$ cat config.mk
export PLATFORM = sky130hd
export DESIGN_NAME = serializador_morse
export DESIGN_NICKNAME = d
export VERILOG_FILES = /design/src/rtl/morse_pkg.sv /design/src/rtl/contador_duracion.sv /design/src/rtl/serializador_morse.sv
export SDC_FILE = /design/constraint.sdc
export NUM_CORES = 1
export LEC_CHECK = 0
export CAP_MARGIN = 20
export CORE_ASPECT_RATIO = 1.25
export CORE_MARGIN = 5
export CORE_UTILIZATION = 50
export DETAILED_ROUTE_END_ITERATION = 10
export DONT_BUFFER_PORTS = 1
export SLEW_MARGIN = 20
export SYNTH_ARGS = -nofsm -noshare
export SYNTH_HDL_FRONTEND = slang
export SYNTH_SLANG_ARGS = --single-unit
$ cat constraint.sdc
create_clock -name clk -period 5.2 [get_ports clk]
set_input_delay 0.78 -clock clk [delete_from_list [all_inputs] [get_ports clk]]
set_output_delay 0.78 -clock clk [all_outputs]
set_load 0.1 [all_outputs]
$ cat src/rtl/morse_pkg.sv
// rtl/morse_pkg.sv - shared FSM encoding and Morse timing constants
package morse_pkg;

  typedef enum logic [1:0] {
    IDLE      = 2'd0,
    MARCA     = 2'd1,
    ESPACIO   = 2'd2,
    PAUSA_CAR = 2'd3
  } estado_t;

  localparam int U_PUNTO    = 1;
  localparam int U_RAYA     = 3;
  localparam int U_ESP_ELEM = 1;
  localparam int U_ESP_CAR  = 3;

  localparam int N_SIMB_DEF = 5;

endpackage

$ cat src/rtl/contador_duracion.sv
// rtl/contador_duracion.sv - loadable down-counter that holds at zero
module contador_duracion #(
  parameter int W = 4
) (
  input  logic         clk,
  input  logic         rst_n,
  input  logic         carga,
  input  logic [W-1:0] valor,
  output logic         cero
);

  logic [W-1:0] cnt_q;

  always_ff @(posedge clk or negedge rst_n) begin
    if (!rst_n) begin
      cnt_q <= '0;
    end else if (carga) begin
      cnt_q <= valor;
    end else if (cnt_q != '0) begin
      cnt_q <= cnt_q - 1'b1;
    end
  end

  assign cero = (cnt_q == '0);

endmodule

$ cat src/rtl/serializador_morse.sv
// rtl/serializador_morse.sv - keys a latched Morse code word out as timed marks and spaces
module serializador_morse
  import morse_pkg::*;
#(
  parameter int UNIT_CYCLES = 5_000_000,
  parameter int N_SIMB      = N_SIMB_DEF
) (
  input  logic              clk,
  input  logic              rst_n,
  input  logic [N_SIMB-1:0] codigo,
  input  logic              inicio,
  output logic              salida_morse,
  output logic              ocupado,
  output logic              fin
);

  localparam int CW = $clog2(3 * UNIT_CYCLES);
  localparam int IW = (N_SIMB > 1) ? $clog2(N_SIMB) : 1;

  localparam logic [CW-1:0] D_PUNTO    = CW'(U_PUNTO * UNIT_CYCLES - 1);
  localparam logic [CW-1:0] D_RAYA     = CW'(U_RAYA * UNIT_CYCLES - 1);
  localparam logic [CW-1:0] D_ESP_ELEM = CW'(U_ESP_ELEM * UNIT_CYCLES - 1);
  localparam logic [CW-1:0] D_ESP_CAR  = CW'(U_ESP_CAR * UNIT_CYCLES - 1);
  localparam logic [IW-1:0] IDX_LAST   = IW'(N_SIMB - 1);

  estado_t           estado_q, estado_d;
  logic [N_SIMB-1:0] shreg_q, shreg_d;
  logic [IW-1:0]     idx_q, idx_d;
  logic              salida_q, ocupado_q, fin_q;
  logic              carga, cero;
  logic [CW-1:0]     valor;

  contador_duracion #(.W(CW)) u_contador (
    .clk   (clk),
    .rst_n (rst_n),
    .carga (carga),
    .valor (valor),
    .cero  (cero)
  );

  always_ff @(posedge clk or negedge rst_n) begin
    if (!rst_n) begin
      estado_q  <= IDLE;
      shreg_q   <= '0;
      idx_q     <= '0;
      salida_q  <= 1'b0;
      ocupado_q <= 1'b0;
      fin_q     <= 1'b0;
    end else begin
      estado_q  <= estado_d;
      shreg_q   <= shreg_d;
      idx_q     <= idx_d;
      salida_q  <= (estado_d == MARCA);
      ocupado_q <= (estado_d != IDLE);
      fin_q     <= (estado_q == PAUSA_CAR) && (estado_d == IDLE);
    end
  end

  // The counter is reloaded on every state change; each phase ends when it reads zero.
  always_comb begin
    estado_d = estado_q;
    shreg_d  = shreg_q;
    idx_d    = idx_q;
    carga    = 1'b0;
    valor    = D_PUNTO;
    case (estado_q)
      IDLE: begin
        if (inicio) begin
          estado_d = MARCA;
          shreg_d  = codigo;
          idx_d    = '0;
          carga    = 1'b1;
          valor    = codigo[N_SIMB-1] ? D_RAYA : D_PUNTO;
        end
      end
      MARCA: begin
        if (cero) begin
          carga = 1'b1;
          if (idx_q == IDX_LAST) begin
            estado_d = PAUSA_CAR;
            valor    = D_ESP_CAR;
          end else begin
            estado_d = ESPACIO;
            valor    = D_ESP_ELEM;
          end
        end
      end
      ESPACIO: begin
        if (cero) begin
          estado_d = MARCA;
          shreg_d  = {shreg_q[N_SIMB-2:0], 1'b0};
          idx_d    = idx_q + IW'(1);
          carga    = 1'b1;
          valor    = shreg_q[N_SIMB-2] ? D_RAYA : D_PUNTO;
        end
      end
      PAUSA_CAR: begin
        if (cero) begin
          estado_d = IDLE;
        end
      end
      default: estado_d = IDLE;
    endcase
  end

  assign salida_morse = salida_q;
  assign ocupado      = ocupado_q;
  assign fin          = fin_q;

endmodule
Word level (Yosys, flattened, before mapping):

Index checks and enable logic that the tools add are counted.

* logic and storage cells: 50
* input port bits: 8
* bits in registers: 36

* equality and inequality tests: 7
* multiplexer cells: 24
* add/sub/neg operators: 2
* reduce and logical (&&, ||, !) cells: 10

Operator list (number)
* $mux W24: 8
* $pmux W24 S3: 1
* $logic_not A24 Y1: 1
* $reduce_bool A24 Y1: 1
* $sub A24 B1 Y24 const B: 1
* $mux W2: 4
* $mux W4: 2
* $pmux W2 S4: 1
* $pmux W4 S2: 1
* $mux W3: 2
* $pmux W3 S2: 1
* $reduce_bool A2 Y1: 3
* $eq A2 B1 Y1 const B: 2
* $eq A2 B2 Y1 const B: 2
* $logic_not A2 Y1: 2
* $ne A2 B2 Y1 const B: 2
* $add A3 B1 Y3 const B: 1
* $eq A3 B3 Y1 const B: 1
* $mux W1: 3
* $reduce_and A3 Y1: 1
* $pmux W1 S2: 1
* $reduce_or A2 Y1: 1
* $logic_and A1 B1 Y1: 1

Longest topological paths before layout:

* depth in word-level cells: 6
* depth in mapped cells: 8

Hierarchy:

A second synthesis with hierarchy kept.

* cells, all modules: 250
* area, all modules: 2263.4 um^2

By module, submodules not included
* contador_duracion: instances 1, area each 1506.4 um^2, cells each 164
* serializador_morse: instances 1, area each 757.0 um^2, cells each 86

Least setup slack after synthesis:

OpenSTA, ideal clock, no wires.

* path kind: register -> register
* from: reg u_contador.cnt_q[8]
* to: reg ocupado_q, in the netlist ocupado
* slack: 2.934 ns
* arrival: 2.142 ns
* cell stages (with the launch flop): 7
* path through: dfrtp_1 -> or4_4 -> or4_4 -> buf_6 -> o31ai_1 -> o211ai_1 -> or2_1

* cells in the longest elaborated chain, start to end: 4
* elaborated cells between the ends (all ways): 6
* classes of those cells: mux (4); reduce/logical (2)

Ends and longest elaborated chain
* start, declared: line contador_duracion.sv:12 `logic [W-1:0] cnt_q;`
* start signal, assigned: line contador_duracion.sv:18 `cnt_q <= valor;`
* start signal, assigned: line contador_duracion.sv:20 `cnt_q <= cnt_q - 1'b1;`
* $logic_not A24 Y1 *: line contador_duracion.sv:24 `assign cero = (cnt_q == '0);`
* $mux W2, on equally long branches: line serializador_morse.sv:98, serializador_morse.sv:77, serializador_morse.sv:89
* $pmux W2 S4 *: line serializador_morse.sv:66 `case (estado_q)`
* net estado_d[1]: line serializador_morse.sv:26 `estado_t estado_q, estado_d;`
* $reduce_bool A2 Y1 *: line serializador_morse.sv:54 `ocupado_q <= (estado_d != IDLE);`
* end signal, assigned: line serializador_morse.sv:54
* end, declared: line serializador_morse.sv:29 `logic salida_q, ocupado_q, fin_q;`

The timed path passes the listed nets; every way through them passes the cells marked *.
A chain may end at the register's enable or synchronous reset.

Final worst setup path:

* from: reg u_contador.cnt_q[8]
* to: reg shreg_q[1]

* cells in the longest elaborated chain, start to end: 3

Ends and longest elaborated chain
* $logic_not A24 Y1: line contador_duracion.sv:24
* $ne A2 B2 Y1 (no source line)
* $reduce_and A3 Y1 (no source line)
* end signal, assigned: line serializador_morse.sv:51 `shreg_q <= shreg_d;`
* end, declared: line serializador_morse.sv:27 `logic [N_SIMB-1:0] shreg_q, shreg_d;`

No other way between the ends.

==> results.md <==
Outcome:
- The flow ran to the end, and the final reports show no timing, DRC or antenna violations.

Timing:
- The worst pin sits at a relative slew slack of approximately 42%.
- After layout, the minimum clock period comes to ~2.9 ns.
- Setup repair after global routing left no endpoint under its margin.
- The total count of max-transition violations in the final report is 0.
- Hold is met by around 0.17 ns.
- Setup total negative slack on the finished layout was measured at 0 ns.
- Based on the critical path, the design can be clocked at up to ~350 MHz.
- The worst clock skew on the final layout is 0.00828 ns.
- For the pin with the worst max-slew slack, the measured transition is approximately 0.88 ns.
- The final number of setup-violating endpoints is 0.
- In the finished design, the share of the clock period the worst path needs comes to 55.1%.
- The total count of hold-check failures in the final report was 0.

Worst setup path:
- The type of element capturing the critical path is a flip-flop.
- In this run the worst path has a maximum fanout of 15.
- In this design, the largest share of critical-path delay is due to simple AND/OR/NAND/NOR gates.
- The critical path launch point type is a flip-flop.
- STA puts the critical path data required time at approximately 5.4 ns.
- The last element of the critical path is shreg_q[1]$_DFFE_PN0P_.
- The cell with the biggest individual delay on the critical path is nor4_4.
- The critical path is of the flip-flop to flip-flop type.
- STA puts the critical path data arrival time at roughly 3.0 ns.
- The worst register-to-register path has a depth of 5.
- The number of buffers and inverters on the critical path is 0.
- The most critical setup path has its startpoint at u_contador.cnt_q[8]$_DFFE_PN0P_.
- The source of the worst register-to-register timing path is u_contador.cnt_q[8]$_DFFE_PN0P_.
- The critical path crosses 5 cells after its start point.
- Walking the worst path, the cells encountered are or4_4 -> nor4_4 -> nand3_1 -> a21oi_1 -> mux2_2.
- The worst register-to-register path has a setup slack of between 2 and 2.5 ns.
- The capturing point of the worst reg2reg path is shreg_q[1]$_DFFE_PN0P_.
- The largest stage delay on the critical path is 0.68 ns.

Synthesis:
- In the synthesized netlist the async set-or-reset flop fraction comes to 100%.
- The most common flop cell mapped by yosys is dfrtp_1.
- The distinct cell type count of the synthesized netlist is 52.
- The synthesized netlist cell count is between 200 and 250.
- Summing every instance area after synthesis gives 2180 um^2.
- In this run, synthesis produced a sequential element count of 36.
- The post-synth net total is about 240.
- For this run, the number of Yosys warnings is 0.
- The number of enable flip-flop cells after synthesis is 0.
- The register area share after synthesis is between 40% and 50%.
- The largest total area in the synthesized netlist belongs to dfrtp_1.
- Of the post-synthesis cell area, the dominant cell type holds ~41%.
- By area the synthesized netlist is led by dfrtp_1, ha_1, nor2_1, xnor2_1, xor2_1.
- The average cell area after synthesis is approximately 9.5 um^2.

GRT:
- The number of antenna violations at the first check in global routing is 0.
- The global-route usage over all layers is 17.7%.
- Entering global routing, the biggest net connects 37 pins.
- The first-pass GRT wire length is ~8300 um.
- The number of global-route vias before repair came to ~1800.
- Global routing finished with a remaining overflow of 0.

Placement:
- Summed over all nets, the half-perimeter wirelength after detailed placement is between 3000 and 4000 um.
- The congestion estimate from routability-driven global placement came to 0.788.
- Buffers placed on the I/O ports in this run total 0.
- Once placement completed, the tool counted placed cells totaling about 280.

Power and ir drop:
- The post-layout total power is between 0.4 and 0.5 mW.
- IR analysis of the VDD net gives a maximum drop of 0.118 mV.
- The sequential group share of total power is between 50% and 60%.
- The net load switching power is slightly above 0.1 mW.
- In this run the static leakage power is between 0.9 and 1 nW.
- The internal power of the cells is roughly 0.39 mW.
- Dividing total power by cell area gives a power density of between 200 and 250 nW/um^2.
- Per report_power, the clock group accounts for a little over two fifths of the total.
- The net switching fraction of the power is 20.8%.
- Combinational logic burns less than 1% of the power.

Drt:
- The number of antenna-violating nets in the routed design is 0.
- After detailed routing, the number of vias per cell comes to roughly 6.2.
- The via count of the routed design is about 1800.
- The initial DRC count is about 110.
- The first detailed-routing pass took 4 iterations.
- The average detailed-routed wire length per instance is between 15 and 20 um.
- The final routed DRC violation total is 0.
- The total wire length is 4870 um.

Floorplan:
- 11 I/O pins were placed.
- For this configuration, the core starts out at a cell density of a little over half.
- Row generation in the floorplan step produced 26 rows.
- The chip height is around 84 um.
- The core area is 4160 um^2.
- The floorplan die width is 69.0 um.
- The area of the die is approximately 5800 um^2.

Cells and area:
- The area growth from synthesis to layout is 5.69%.
- The number of antenna diodes in the final layout is 0.
- The number of standard cells in the layout, taps in and fillers out is between 200 and 300.
- The fraction of final layout cells sized beyond drive strength 1 is roughly a tenth.
- For this run, the post-layout net count is approximately 240.
- The filler cells instantiated in the layout total around 420.

Clock tree:
- The H-tree generated during clock tree synthesis spans 2 levels.
- The number of gates resized after CTS was 0.
- The clock root buffer is clkbuf_8.
- For the worst-skew pair, the clock arrives at the later sink with an insertion delay of 0.29 ns.
- TritonCTS created 5 clock buffers.
- The hold buffer count at CTS is 0.
- The number of buffers added for setup after CTS is 0.
- TritonCTS built the clock tree.
- The maximum clock insertion buffer count is 2.
- The clock net in this run drives a total of 36 sinks.
- Clock-pin slew was measured on the worst setup and hold paths at 0.08 ns.

Job:
- The tool flagged a number of max-cap violations equal to 0.

Worst hold path:
- The class of the tightest hold or removal check is primary input to async pin.
synthesized netlist by cell type (2+ instances only):
master	number
nand2_1	15
nor2_1	18
or3_1	2
xor2_1	7
and3_1	4
mux2i_1	6
a31oi_1	6
or2_2	3
nand3_1	7
mux2_2	4
nand4_1	4
ha_1	8
or4_4	3
o31ai_1	3
clkbuf_1	8
nor4_1	8
inv_1	11
or4_1	3
nand2b_1	2
and4_1	2
o211ai_1	3
nor3_1	5
o21ai_0	12
o41ai_1	2
o22ai_1	2
a21o_1	3
a21oi_1	11
dfrtp_1	36
xnor2_1	7
cells in the final DEF, fill, tap and decap left out, types with 3 or more instances in the layout:
cell type / synthesis / routed
o211ai_1: 3 / 3
a21o_1: 3 / 3
xor2_1: 7 / 7
a31oi_1: 6 / 6
o31ai_1: 3 / 3
nor3_1: 5 / 5
nand3_1: 7 / 7
a21oi_1: 11 / 11
mux2_2: 4 / 4
and3_1: 4 / 4
clkbuf_8: 0 / 6
nor2_1: 18 / 18
ha_1: 8 / 8
or4_1: 3 / 3
o21ai_0: 12 / 12
inv_1: 11 / 11
nor4_1: 8 / 8
or4_4: 3 / 3
dfrtp_1: 36 / 36
or2_2: 3 / 3
xnor2_1: 7 / 7
nand2_1: 15 / 15
mux2i_1: 6 / 6
nand4_1: 4 / 4
state kept, by name (all words and copies together), names as in the netlist:
name	cells
u_contador.cnt_q	24
shreg_q	4
idx_q	3
estado_q	2
fin	1
ocupado	1
salida_morse	1
power groups by stage:
stage	Sequential, mW	Clock (mW)	Combinational (mW)
after floorplan	0.285	0	0.00116
after global placement	0.285	0	0.00123
after detailed placement	0.285	0	0.00129
after CTS	0.280	0.211	0.00130
after global routing	0.280	0.224	0.00154
final	0.280	0.207	0.00130
cells by family (layout without fill, tap and decap cells):
family | count (synthesis) | count (layout) | share of synthesized area [%]
buffers and inverters | 21 | 20 | 4.02
XOR/XNOR | 14 | 14 | 5.63
AND/OR/NAND/NOR | 85 | 85 | 22.8
flip-flops | 36 | 36 | 41.4
AO/OA/AOI/OAI | 54 | 54 | 16.8
adder cells (fa/ha/maj) | 8 | 8 | 4.60
multiplexers | 10 | 10 | 4.83
per-stage QoR:
| stage | util [%] | area [um^2] | worst slack [ns] |
|---|---|---|---|
| 3_3_place_gp | 53.0 | 2210 | 2.46 |
| 6_report | 55.3 | 2300 | 2.33 |
| 4_1_cts | 55.3 | 2300 | 2.31 |
| 2_1_floorplan | - | 2180 | 2.93 |
| 5_1_grt | 55.3 | 2300 | 2.14 |
| 3_5_place_dp | 53.0 | 2210 | 2.33 |
per-layer routing:
| layer | share of wire [%] | vias up | global-route usage, % |
|---|---|---|---|
| met1 | 41 | 870 | 20.7 |
| met4 | 1.8 | 0 | 7.46 |
| li1 | - | 836 | - |
| met3 | 4.3 | 7 | 3.86 |
| met2 | 53 | 39 | 31.1 |
| met5 | 0 | - | 0 |
cell type report:
cell class                 count  area [um^2]  area share, %
multi-input combinational    171         1190           51.7
sequential                    36          901           39.2
clock buffer                   6         82.6           3.59
tap                           56         70.1           3.05
inverter                      11         41.3           1.79
clock inverter                 2         10.0          0.435
timing repair buffer           1         7.51          0.326
worst min-delay path by stage:
stage,from,to,depth (start not counted)
after global routing,rst_n,u_contador.cnt_q[14]$_DFFE_PN0P_,0
final,rst_n,u_contador.cnt_q[0]$_DFFE_PN0P_,0
after floorplan,shreg_q[1]$_DFFE_PN0P_,shreg_q[1]$_DFFE_PN0P_,1
after global placement,rst_n,u_contador.cnt_q[3]$_DFFE_PN0P_,0
after CTS,rst_n,u_contador.cnt_q[18]$_DFFE_PN0P_,0
after detailed placement,rst_n,u_contador.cnt_q[3]$_DFFE_PN0P_,0
No activity file was read; power rests on OpenSTA's default activity.
==> RTL edit, RTL diff (same flow settings) <==
Remove the register `salida_q`: a continuous assignment takes its place, so the output `salida_morse` follows one clock earlier.
--- a/src/rtl/serializador_morse.sv
+++ b/src/rtl/serializador_morse.sv
@@ -43,18 +43,18 @@
       estado_q  <= IDLE;
       shreg_q   <= '0;
       idx_q     <= '0;
-      salida_q  <= 1'b0;
       ocupado_q <= 1'b0;
       fin_q     <= 1'b0;
     end else begin
       estado_q  <= estado_d;
       shreg_q   <= shreg_d;
       idx_q     <= idx_d;
-      salida_q  <= (estado_d == MARCA);
       ocupado_q <= (estado_d != IDLE);
       fin_q     <= (estado_q == PAUSA_CAR) && (estado_d == IDLE);
     end
   end
+
+  assign salida_q = (estado_d == MARCA);
 
   // The counter is reloaded on every state change; each phase ends when it reads zero.
   always_comb begin
Check against the original RTL: not equivalent (a bounded check fails within 4 cycles, from zero or initial values and one cycle with rst_n low).
==> RTL edit against the original RTL <==
- synthesized area shrank 1.1%
- non-clock buffer count grew 1
- die area fell by 1.0%
- setup slack worse by 1.1 ns
- power grew 7.9%
- maximum frequency is 28% lower
- count of clock-buffer cells in the layout unchanged
- wire length stayed put
- sequential cell count down 1
- first-iteration DRC count fell by 40%
- final area up 0.44%
- via count down 1.4%
- critical endpoint is now salida_morse
==> RTL edit: results (changes against the original RTL) <==
- Compound-Gate Fraction of Synth Area: 0.170 (was 0.168)
- Final WL: 4.87 mm (unchanged)
- CP max-delay cell: nor2b_2 (was nor4_4)
- Post-Syn Area per Cell: 9.48 um2 (was 9.55 um2)
- Layout cell share with drive strength beyond 1: 0.115 (was 0.106)
- Post-synthesis xor/xnor area fraction: 0.0570 (was 0.0563)
- Mux cell area share after synthesis: 0.0488 (was 0.0483)
- Pin count of the biggest net entering global routing: 36 (was 37)
- DP HPWL: 3.51 mm (was 3.56 mm)
- Part of the Yosys area used for sequential elements: 0.407 (was 0.414)
- Global-route wire length before repair: 8.28 mm (was 8.35 mm)
- Top FF cell, synth: dfrtp_1 (unchanged)
- GPL Wtd Cong: 0.841 (was 0.788)
- Dominant cells by area after synthesis: dfrtp_1 (41%), ha_1 (4.7%), nor2_1 (3.1%) (was dfrtp_1 (41%), ha_1 (4.6%), nor2_1 (3.1%))
- Non-CTS buffers: 2 (was 1)
- Crit path largest cell delay: 0.86 ns (was 0.68 ns)
- Multi-input gate area: 1190 um2 (about the same)
- Max VDD drop: 0.147 mV (was 0.118 mV)
- Pre-Repair DR Iteration Count: 5 (was 4)
- Synth Area in Adders: 0.0465 (was 0.0460)
- Most frequent cells after synthesis: dfrtp_1 (35), nor2_1 (18), nand2_1 (15) (was dfrtp_1 (36), nor2_1 (18), nand2_1 (15))
- Syn Nets: 243 (was 244)
- Worst-margin pin slew: 1.05 ns (was 0.877 ns)
- Fraction of area in non-clock buffers: 0.00650 (was 0.00326)
- Final-layout clock-cell area share: 0.0509 (was 0.0402)
- Total GRT Usage: 0.189 (was 0.177)
- Vias: 1728 (was 1752)
- Seq_cells: 35 (was 36)
- Outcome: completed (unchanged)
[RTL edit: routing by layer]
layer | GRT usage | part of all wire
met4 | 0.0995 | 0.015
met3 | 0.0365 | 0.034
met5 | 0 | 0
met2 | 0.312 | 0.54
met1 | 0.222 | 0.41
[RTL edit: kinds of logic after synthesis]
| group | after synthesis |
|---|---|
| buffers and inverters | 21 |
| XOR/XNOR | 14 |
| multiplexers | 10 |
| AND/OR/NAND/NOR | 85 |
| flip-flops | 35 |
| adder cells (fa/ha/maj) | 8 |
| AO/OA/AOI/OAI | 54 |
[RTL edit: final timing paths]
kind	cells past startpoint	slack, ns	to	startpoint
worst max register to register	7	2.44	shreg_q[1]	u_contador.cnt_q[0]
worst max-delay path	7	1.23	salida_morse	u_contador.cnt_q[0]
min in group clk	1	0.52	shreg_q[2]	shreg_q[2]
worst min-delay path	0	0.17	u_contador.cnt_q[18]	rst_n
worst min register to register	1	0.52	shreg_q[2]	shreg_q[2]
max in group asynchronous	0	4.94	idx_q[2]	rst_n
[RTL edit: power breakdown]
| part | switching, uW | total [uW] | internal [uW] | leakage (uW) |
|---|---|---|---|---|
| registers | 0 | 272 | 272 | 0.000370 |
| clock network | 98.1 | 253 | 155 | 0.0000612 |
| logic | 0.381 | 1.28 | 0.902 | 0.000477 |
[RTL edit: stage by stage]
step	instance area [um2]	setup slack (ns)	util
after global routing	2310	1.04	0.559
after detailed placement	2190	1.57	0.531
after CTS	2310	1.24	0.559
after floorplan	2150	1.15	-
final	2310	1.23	0.559
after global placement	2190	1.58	0.531
